### config.mk
export PLATFORM = sky130hd
export DESIGN_NAME = fifo_rd_packer
export DESIGN_NICKNAME = d
export VERILOG_FILES = /design/src/rtl/fifo_rd_packer_pkg.sv /design/src/rtl/fifo_out_reg.sv /design/src/rtl/fifo_rd_packer.sv
export SDC_FILE = /design/constraint.sdc
export NUM_CORES = 1
export LEC_CHECK = 0
export CORE_ASPECT_RATIO = 1.75
export CORE_MARGIN = 3
export CORE_UTILIZATION = 47
export DETAILED_ROUTE_END_ITERATION = 8
export PLACE_DENSITY = 0.75
export SETUP_SLACK_MARGIN = 0.3
export SLEW_MARGIN = 0
export SYNTH_ARGS = -nofsm -noshare
export SYNTH_HDL_FRONTEND = slang
export SYNTH_SLANG_ARGS = --single-unit
### constraint.sdc
create_clock -name rd_clk -period 2.7 [get_ports rd_clk]
set_input_delay 0.27 -clock rd_clk [delete_from_list [all_inputs] [get_ports rd_clk]]
set_output_delay 0.27 -clock rd_clk [all_outputs]
set_load 0.02 [all_outputs]
### src/rtl/fifo_rd_packer_pkg.sv
// Shared constants and state encodings for the FIFO read-side packer.
// Latency: n/a (package only).
// Backpressure: n/a (package only).
package fifo_rd_packer_pkg;

  // Default geometry, shared with the async FIFO that feeds this block.
  localparam int DEF_WIDTH = 8;
  localparam int DEF_PACK  = 4;

  // Packer states: collecting beats, full word waiting, partial word waiting.
  typedef enum logic [1:0] {
    ST_FILL     = 2'd0,
    ST_COMPLETE = 2'd1,
    ST_FLUSH    = 2'd2
  } pack_state_t;

endpackage

### src/rtl/fifo_out_reg.sv
// Single-entry valid/ready output register for packed words.
// Latency: word loaded at edge N is presented from edge N onward (1 register stage).
// Backpressure: holds data/keep stable while out_valid & ~out_ready; load may coincide with fire.
module fifo_out_reg #(
  parameter int DW = 32,
  parameter int KW = 3
) (
  input  logic          rd_clk,
  input  logic          res,
  input  logic          load,
  input  logic [DW-1:0] load_data,
  input  logic [KW-1:0] load_keep,
  input  logic          out_ready,
  output logic [DW-1:0] out_data,
  output logic [KW-1:0] out_keep,
  output logic          out_valid,
  output logic          fire
);

  assign fire = out_valid & out_ready;

  // Load replaces the held word (caller only loads when empty or firing); fire empties it.
  always_ff @(posedge rd_clk or posedge res) begin
    if (res) begin
      out_data  <= '0;
      out_keep  <= '0;
      out_valid <= 1'b0;
    end else if (load) begin
      out_data  <= load_data;
      out_keep  <= load_keep;
      out_valid <= 1'b1;
    end else if (fire) begin
      out_valid <= 1'b0;
    end
  end

endmodule

### src/rtl/fifo_rd_packer.sv
// Pops beats from the async FIFO read side and packs PACK beats LSB-first into one word.
// Latency: beat popped at edge N lands at N+1; a completing beat is on out_valid at N+2.
// Backpressure: a full/flushed word waits in the packer until the output register frees; popping stops meanwhile.
module fifo_rd_packer
  import fifo_rd_packer_pkg::*;
#(
  parameter int WIDTH = DEF_WIDTH,
  parameter int PACK  = DEF_PACK,
  parameter int CNT_W = $clog2(PACK) + 1
) (
  input  logic                  rd_clk,
  input  logic                  res,
  input  logic                  empty,
  input  logic [WIDTH-1:0]      rdata,
  output logic                  rd_en,
  input  logic                  flush,
  output logic [WIDTH*PACK-1:0] out_data,
  output logic [CNT_W-1:0]      out_keep,
  output logic                  out_valid,
  input  logic                  out_ready,
  output logic [15:0]           words_out
);

  localparam logic [CNT_W-1:0] PACK_C  = CNT_W'(PACK);
  localparam logic [CNT_W:0]   PACK_W1 = (CNT_W + 1)'(PACK);

  pack_state_t             state_q, state_d;
  logic [CNT_W-1:0]        cnt_q, cnt_d;
  logic                    pend_q;
  logic [WIDTH*PACK-1:0]   pack_q, pack_d;
  logic                    room;
  logic                    flush_hold;
  logic                    xfer;
  logic                    fire;

  // Beats held plus the one in flight must leave space in the word.
  assign room = ({1'b0, cnt_q} + {{CNT_W{1'b0}}, pend_q}) < PACK_W1;

  // Stop popping once a flush can be honoured, and for as long as the partial word waits.
  assign flush_hold = (state_q == ST_FLUSH) |
                      ((state_q == ST_FILL) & flush & (cnt_q != '0) & ~pend_q);

  assign rd_en = ~res & ~empty & room & ~flush_hold;

  // Word leaves the packer when the output register is empty or being drained this cycle.
  assign xfer = (state_q != ST_FILL) & (~out_valid | out_ready);

  // Next-state: land the in-flight beat, detect complete/flush, clear on transfer.
  always_comb begin
    state_d = state_q;
    cnt_d   = cnt_q;
    pack_d  = pack_q;
    case (state_q)
      ST_FILL: begin
        if (pend_q) begin
          for (int k = 0; k < PACK; k++) begin
            if (cnt_q == CNT_W'(k)) pack_d[k*WIDTH +: WIDTH] = rdata;
          end
          cnt_d = cnt_q + 1'b1;
          if (cnt_d == PACK_C) state_d = ST_COMPLETE;
        end else if (flush && (cnt_q != '0)) begin
          state_d = ST_FLUSH;
        end
      end
      ST_COMPLETE, ST_FLUSH: begin
        if (xfer) begin
          state_d = ST_FILL;
          cnt_d   = '0;
          pack_d  = '0;
        end
      end
      default: state_d = ST_FILL;
    endcase
  end

  // Packer state, beat count, in-flight flag and pack register.
  always_ff @(posedge rd_clk or posedge res) begin
    if (res) begin
      state_q <= ST_FILL;
      cnt_q   <= '0;
      pend_q  <= 1'b0;
      pack_q  <= '0;
    end else begin
      state_q <= state_d;
      cnt_q   <= cnt_d;
      pend_q  <= rd_en;
      pack_q  <= pack_d;
    end
  end

  // Count delivered words; wraps naturally at 16 bits.
  always_ff @(posedge rd_clk or posedge res) begin
    if (res) words_out <= '0;
    else if (fire) words_out <= words_out + 16'd1;
  end

  fifo_out_reg #(
    .DW (WIDTH*PACK),
    .KW (CNT_W)
  ) u_out_reg (
    .rd_clk    (rd_clk),
    .res       (res),
    .load      (xfer),
    .load_data (pack_q),
    .load_keep (cnt_q),
    .out_ready (out_ready),
    .out_data  (out_data),
    .out_keep  (out_keep),
    .out_valid (out_valid),
    .fire      (fire)
  );

endmodule

==> flow_metrics.env, run 1 <==
export IMPL_routed_wl_um=7174
export IMPL_max_slew_margin_rel_pct=58.21
export IMPL_vdd_drop_max_mv=0.7152
export IMPL_hold_viol=0
export IMPL_cap_violations=0
export IMPL_cp_data_required_time_ps=2920
export IMPL_clk_pin_slew_ps=70
export IMPL_die_h_um=124.0
export IMPL_ys_warn_count=0
export IMPL_drc=0
export IMPL_grt_overflow=0
export IMPL_dr_pass1_iters=4
export IMPL_hold_buffers=0
export IMPL_avgSynthCellArea_um2=14.12
export IMPL_num_vias=2264
export IMPL_async_flop_share_pct=100.0
export IMPL_gp_congestion=0.8812
export IMPL_netlist_top_cells_count="dfrtp_1, mux2_2, nand2_1, inv_1, ha_1"
export IMPL_ys_seq_elements=90
export IMPL_post_cts_buffers=0
export IMPL_hold_path_class="in2async"
export IMPL_min_period_ps=2264
export IMPL_synth_cells=265
export IMPL_htreeDepth=3
export IMPL_drtAntennaViolNets=0
export IMPL_grt_pass1_vias=2324
export IMPL_drt_iter0_drc=102
export IMPL_cts_root_buf="clkbuf_16"
export IMPL_crit_type="reg2reg"
export IMPL_ys_types=32
export IMPL_cts_max_path_buffers=2
export IMPL_status="completed"
export IMPL_power_density_nw_per_um2=1215
export IMPL_io_pins=66
export IMPL_cts_sinks=90
export IMPL_core_um2=7672
export IMPL_rsz0062_at_grt="no"
export IMPL_layout_drive_gt1_share_pct=27.11
export IMPL_tightest_slew_ps=621.1
export IMPL_syn2layout_area_growth_pct=29.60
export IMPL_syn_num_nets=287
export IMPL_insertion_delay_ps=340
export IMPL_setup_tns_ps=0
export IMPL_synth_top_cell_area_share_pct=60.20
export IMPL_seq_area_frac_synth_pct=60.20
export IMPL_die_area_um2=9108
export IMPL_synth_edf_count=0
export IMPL_cp_end_kind="flop"
export IMPL_grt_max_degree=54
export IMPL_final_setup_viol_count=0
export IMPL_place_hpwl_um=5126
export IMPL_start_kind="flop"
export IMPL_fin_skew_ps=9.536
export IMPL_grtUsageTotal_pct=16.66
export IMPL_die_w_um=73.44
export IMPL_synth_flop_cell="dfrtp_1"
export IMPL_synth_area_leader_cell="dfrtp_1"
export IMPL_routedWlPerCell_um=16.65
export IMPL_numCtsBuffers=9
export IMPL_total_power_mw=5.892
export IMPL_final_period_utilization_pct=83.87
export IMPL_place_area_um2=4512
export IMPL_design_area_um2=4848
export IMPL_cp_arrival_ps=2490
export IMPL_mappedNetlistArea_um2=3741
export IMPL_start_util_pct=48.76
export IMPL_antenna_cells=0
export IMPL_core_rowCount=42
export IMPL_worstPathMaxFanout=11
export IMPL_grt_pass1_wl_um=11320
export IMPL_ys_top_cells_by_area="dfrtp_1, mux2_2, ha_1"
export IMPL_antenna_found_initial=0
export IMPL_p_leak_nw=2.215
export IMPL_fill_cells=598
export IMPL_final_max_slew_viol_count=0
export IMPL_reg2regPathDepth=6
export IMPL_tritoncts="built"
export IMPL_synth_most_common_cell="dfrtp_1"
export IMPL_nNetsFinal=360
export IMPL_portBuffers=65
export IMPL_fmax_mhz=441.6
export IMPL_viasPerCell=5.253
==> worst paths after layout <==
| path | end | slack [ps] | from |
|---|---|---|---|
| hold / removal | pack_q[11] | 300 | res |
| max in group asynchronous | u_out_reg.out_data[25] | 1790 | res |
| min in group rd_clk | words_out[15] | 480 | words_out[15] |
| setup reg to reg | pack_q[15] | 440 | state_q[1] |
| hold reg to reg | words_out[15] | 480 | words_out[15] |
| setup / recovery | pack_q[15] | 440 | state_q[1] |
==> cell type report <==
type                    instances  area, um2  share of cell area [%]
clock inverters                 5      85.08                   1.755
flip-flops and latches         90       2252                   46.45
clock buffers                  11      252.7                   5.213
inverters                      10      41.29                  0.8516
well taps                      88      110.1                   2.271
multi-input cells             158       1415                   29.19
repair buffers                 69      691.9                   14.27
==> stage by stage <==
| stage | utilization, % | std cells | worst slack, ps | hold WS [ps] |
|---|---|---|---|---|
| 2_1_floorplan | - | 265 | 844.2 | 444.7 |
| 3_3_place_gp | 58.81 | 415 | 572.2 | 461.2 |
| 3_5_place_dp | 58.81 | 415 | 452.5 | 478.1 |
| 4_1_cts | 63.19 | 431 | 442.9 | 301.4 |
| 5_1_grt | 63.19 | 431 | 361.0 | 318.6 |
| 6_report | 63.19 | 431 | 435.6 | 298.5 |
==> cell usage in the layout (no fill, tap or decap), types with 2 or more instances in the layout <==
cell type / synthesis / layout
dfrtp_1: 90 / 90
mux2_2: 65 / 65
clkdlybuf4s50_1: 0 / 64
nand2_1: 13 / 13
inv_1: 10 / 9
ha_1: 9 / 9
clkbuf_16: 0 / 9
nor2b_1: 8 / 8
nand3_1: 8 / 8
xor2_1: 8 / 8
xnor2_1: 7 / 7
nor2_1: 6 / 5
o21ai_0: 4 / 4
nand2_4: 3 / 3
o2bb2ai_1: 3 / 3
nor4_1: 3 / 3
mux2_1: 3 / 3
buf_4: 4 / 3
nand3b_1: 2 / 2
nand2b_1: 2 / 2
nor3_1: 2 / 2
and3_1: 2 / 2
clkinvlp_4: 0 / 2
clkbuf_8: 0 / 2
bufinv_16: 0 / 2
==> metal layers <==
metal	vias to the layer above	wire length (um)	GRT usage, %
met5	-	0	0
met4	0	158	8.163
met3	9	274	3.150
met2	60	3765	27.83
met1	1143	2975	20.32
li1	1052	-	-
==> power by group <==
part / switching, mW / total (mW) / internal [mW]
clock network: 0.518 / 1.38 / 0.866
registers: 0.338 / 2.21 / 1.88
logic: 1.10 / 2.29 / 1.20
total: 1.95 / 5.89 / 3.94
==> logic make-up (layout without fill, tap and decap cells) <==
| family | count (synthesis) | in the layout | synth area share (%) |
|---|---|---|---|
| compound gates | 11 | 11 | 2.341 |
| xor+xnor | 15 | 15 | 3.512 |
| flops | 90 | 90 | 60.20 |
| fa+ha+maj | 9 | 9 | 3.010 |
| simple gates | 54 | 54 | 8.027 |
| buf+inv | 17 | 95 | 2.174 |
| mux | 69 | 69 | 20.74 |
==> flip-flops by register name, summed over array words and instances, names as in the netlist <==
register / cells
pack_q: 32
u_out_reg.out_data: 32
words_out: 16
cnt_q: 3
u_out_reg.out_keep: 3
state_q: 2
pend_q: 1
u_out_reg.out_valid: 1
==> critical path, stage by stage (launching register included) <==
cell and delay, ps:
dfrtp_1 370, inv_1 50, ha_1 510, inv_1 200
o31ai_4 470, nand2_4 190, mux2_1 350
==> timing repair <==
action,4_1_cts,5_1_grt
gates resized for setup,1,0
endpoints found under the setup margin,1,0
hold endpoints to repair,0,0
Note: power is estimated with default switching activity, not from simulation.
==> run 2: changes to the inputs <==
Clock period 2.7 ns to 1.9 ns, I/O delays scaled along.
==> flow_metrics.env, run 2 (synthesized netlist as in run 1, its figures left out) <==
export IMPL_fin_skew_ps=6.290
export IMPL_top_layer_used="met4"
export IMPL_vdd_drop_max_mv=1.065
export IMPL_final_period_utilization_pct=93.34
export IMPL_final_max_slew_viol_count=0
export IMPL_nNetsFinal=379
export IMPL_start_util_pct=48.76
export IMPL_final_common_cell="dfrtp_1"
export IMPL_die_area_um2=9108
export IMPL_crit_path_max_incr_delay_ps=390
export IMPL_tritoncts="built"
export IMPL_rr_endpoint="pack_q[15]"
export IMPL_path_buf_inv=2
export IMPL_place_area_um2=4578
export IMPL_antenna_cells=0
export IMPL_dr_pass1_iters=7
export IMPL_routedWlPerCell_um=18.19
export IMPL_portBuffers=65
export IMPL_fill_cells=540
export IMPL_p_sw_share_pct=32.96
export IMPL_design_area_um2=5320
export IMPL_min_period_ps=1773
export IMPL_grt_max_degree=88
export IMPL_viasPerCell=5.300
export IMPL_intPower_mw=6.301
export IMPL_tightest_slew_ps=597.4
export IMPL_rsz0062_at_grt="yes"
export IMPL_io_pins=66
export IMPL_rr_startpoint="state_q[0]"
export IMPL_met3_length_um=335
export IMPL_crit_slowest_cell="dfrtp_1"
export IMPL_cts_root_buf="clkbuf_16"
export IMPL_max_slew_margin_rel_pct=59.75
export IMPL_num_vias=2385
export IMPL_worstPathMaxFanout=8
export IMPL_total_power_mw=9.399
export IMPL_core_um2=7672
export IMPL_gp_congestion=0.7849
export IMPL_final_setup_viol_count=0
export IMPL_start_kind="flop"
export IMPL_drc=0
export IMPL_crit_type="reg2reg"
export IMPL_reg2regPathDepth=7
export IMPL_cts_sinks=90
export IMPL_setup_tns_ps=0
export IMPL_cp_arrival_ps=1990
export IMPL_power_density_nw_per_um2=1767
export IMPL_core_rowCount=42
export IMPL_fmax_mhz=563.9
export IMPL_grt_pass1_wl_um=12360
export IMPL_cp_end_kind="flop"
export IMPL_p_leak_nw=2.536
export IMPL_insertion_delay_ps=330
export IMPL_antenna_found_initial=0
export IMPL_p_clk_share_pct=19.7
export IMPL_cap_violations=0
export IMPL_met2WireLength_um=4383
export IMPL_r2r_setup_slack_ps=130
export IMPL_routed_wl_um=8186
export IMPL_syn2layout_area_growth_pct=42.21
export IMPL_cp_data_required_time_ps=2120
export IMPL_numCtsBuffers=9
export IMPL_layout_common_cells="dfrtp_1, clkdlybuf4s50_1, mux2_4"
export IMPL_wl_met1_um=3321
export IMPL_cts_max_path_buffers=2
export IMPL_drtAntennaViolNets=0
export IMPL_cp_cell_sequence="inv_2 -> ha_4 -> nand3b_1 -> o31ai_4 -> buf_6 -> nand2_8 -> mux2_4"
export IMPL_grt_overflow=0
export IMPL_die_h_um=124.0
export IMPL_critPathTopFamily="flip-flops"
export IMPL_layout_drive_gt1_share_pct=34.25
export IMPL_hold_path_class="in2async"
export IMPL_place_hpwl_um=5176
export IMPL_hold_viol=0
export IMPL_p_sw_mw=3.098
export IMPL_clk_pin_slew_ps=60
export IMPL_seqPwrFrac_pct=33.6
export IMPL_drt_iter0_drc=133
export IMPL_largestRegisters="pack_q (32), u_out_reg.out_data (32), words_out (16)"
export IMPL_grt_pass1_vias=2458
export IMPL_status="completed"
export IMPL_grtUsageTotal_pct=17.93
export IMPL_die_w_um=73.44
export IMPL_whs_ps=191.4
export IMPL_power_frac_comb_pct=46.7
export IMPL_htreeDepth=3
-- run 2: cell count changes in the layout (fill, tap and decap cells not counted), moves of 4 or more --
cell             delta
mux2_2             -35
buf_12              +4
clkdlybuf4s50_1     -7
buf_4               +9
mux2_4             +38
dlymetal6s2s_1      +5
-- run 2: area by class of cell --
cell class	count	area (um2)	share of cell area (%)
timing repair buffer	88	964.7	18.13
sequential	90	2252	42.33
multi-input combinational	158	1634	30.72
clock buffer	15	287.8	5.409
clock inverter	1	30.03	0.5644
tap	88	110.1	2.070
inverter	10	41.29	0.7761
-- run 2: worst max path at each step --
| stage | startpoint | endpoint | slack (ps) | cells after the start |
|---|---|---|---|---|
| after floorplan | state_q[0] | pack_q[15] | 170 | 7 |
| final | state_q[0] | pack_q[15] | 130 | 7 |
| after global placement | empty | rd_en | 30 | 5 |
| after global routing | state_q[1] | pack_q[15] | 50 | 7 |
| after detailed placement | empty | rd_en | 2 | 5 |
| after CTS | state_q[1] | pack_q[15] | 140 | 7 |
-- run 2: per-layer routing --
layer | up-vias | global-route usage [%]
li1 | 1101 | -
met1 | 1221 | 20.79
met2 | 52 | 30.94
met3 | 11 | 5.170
met4 | 0 | 6.463
met5 | - | 0
-- run 2: power by group through the flow --
stage	Sequential, mW	Clock, mW	Combinational (mW)
2_1_floorplan	3.52	0	1.79
3_3_place_gp	3.13	0	3.39
3_5_place_dp	3.15	0	3.48
4_1_cts	3.12	1.89	3.64
5_1_grt	3.26	1.96	4.68
6_report	3.16	1.85	4.39
-- run 2: worst reg2reg max path, stage by stage (launching register included) --
cell and delay [ps]:
dfrtp_1 390, inv_2 90, ha_4 210, nand3b_1 230, o31ai_4 100, buf_6 210
nand2_8 110, mux2_4 330
-- run 2: per-stage QoR --
stage / instances / utilization [%] / setup WS, ps
after floorplan: 265 / - / 168.0
after global placement: 421 / 59.67 / 30.99
after detailed placement: 421 / 59.67 / 2.483
after CTS: 440 / 64.73 / 141.3
after global routing: 450 / 69.34 / 51.32
final: 450 / 69.34 / 126.5
-- run 2: repair_timing --
action	CTS	global route
pin swaps	3	2
endpoints found under the setup margin	54	77
gates resized for setup	17	53
gates cloned	0	4
buffers inserted	3	6
hold buffers	0	0
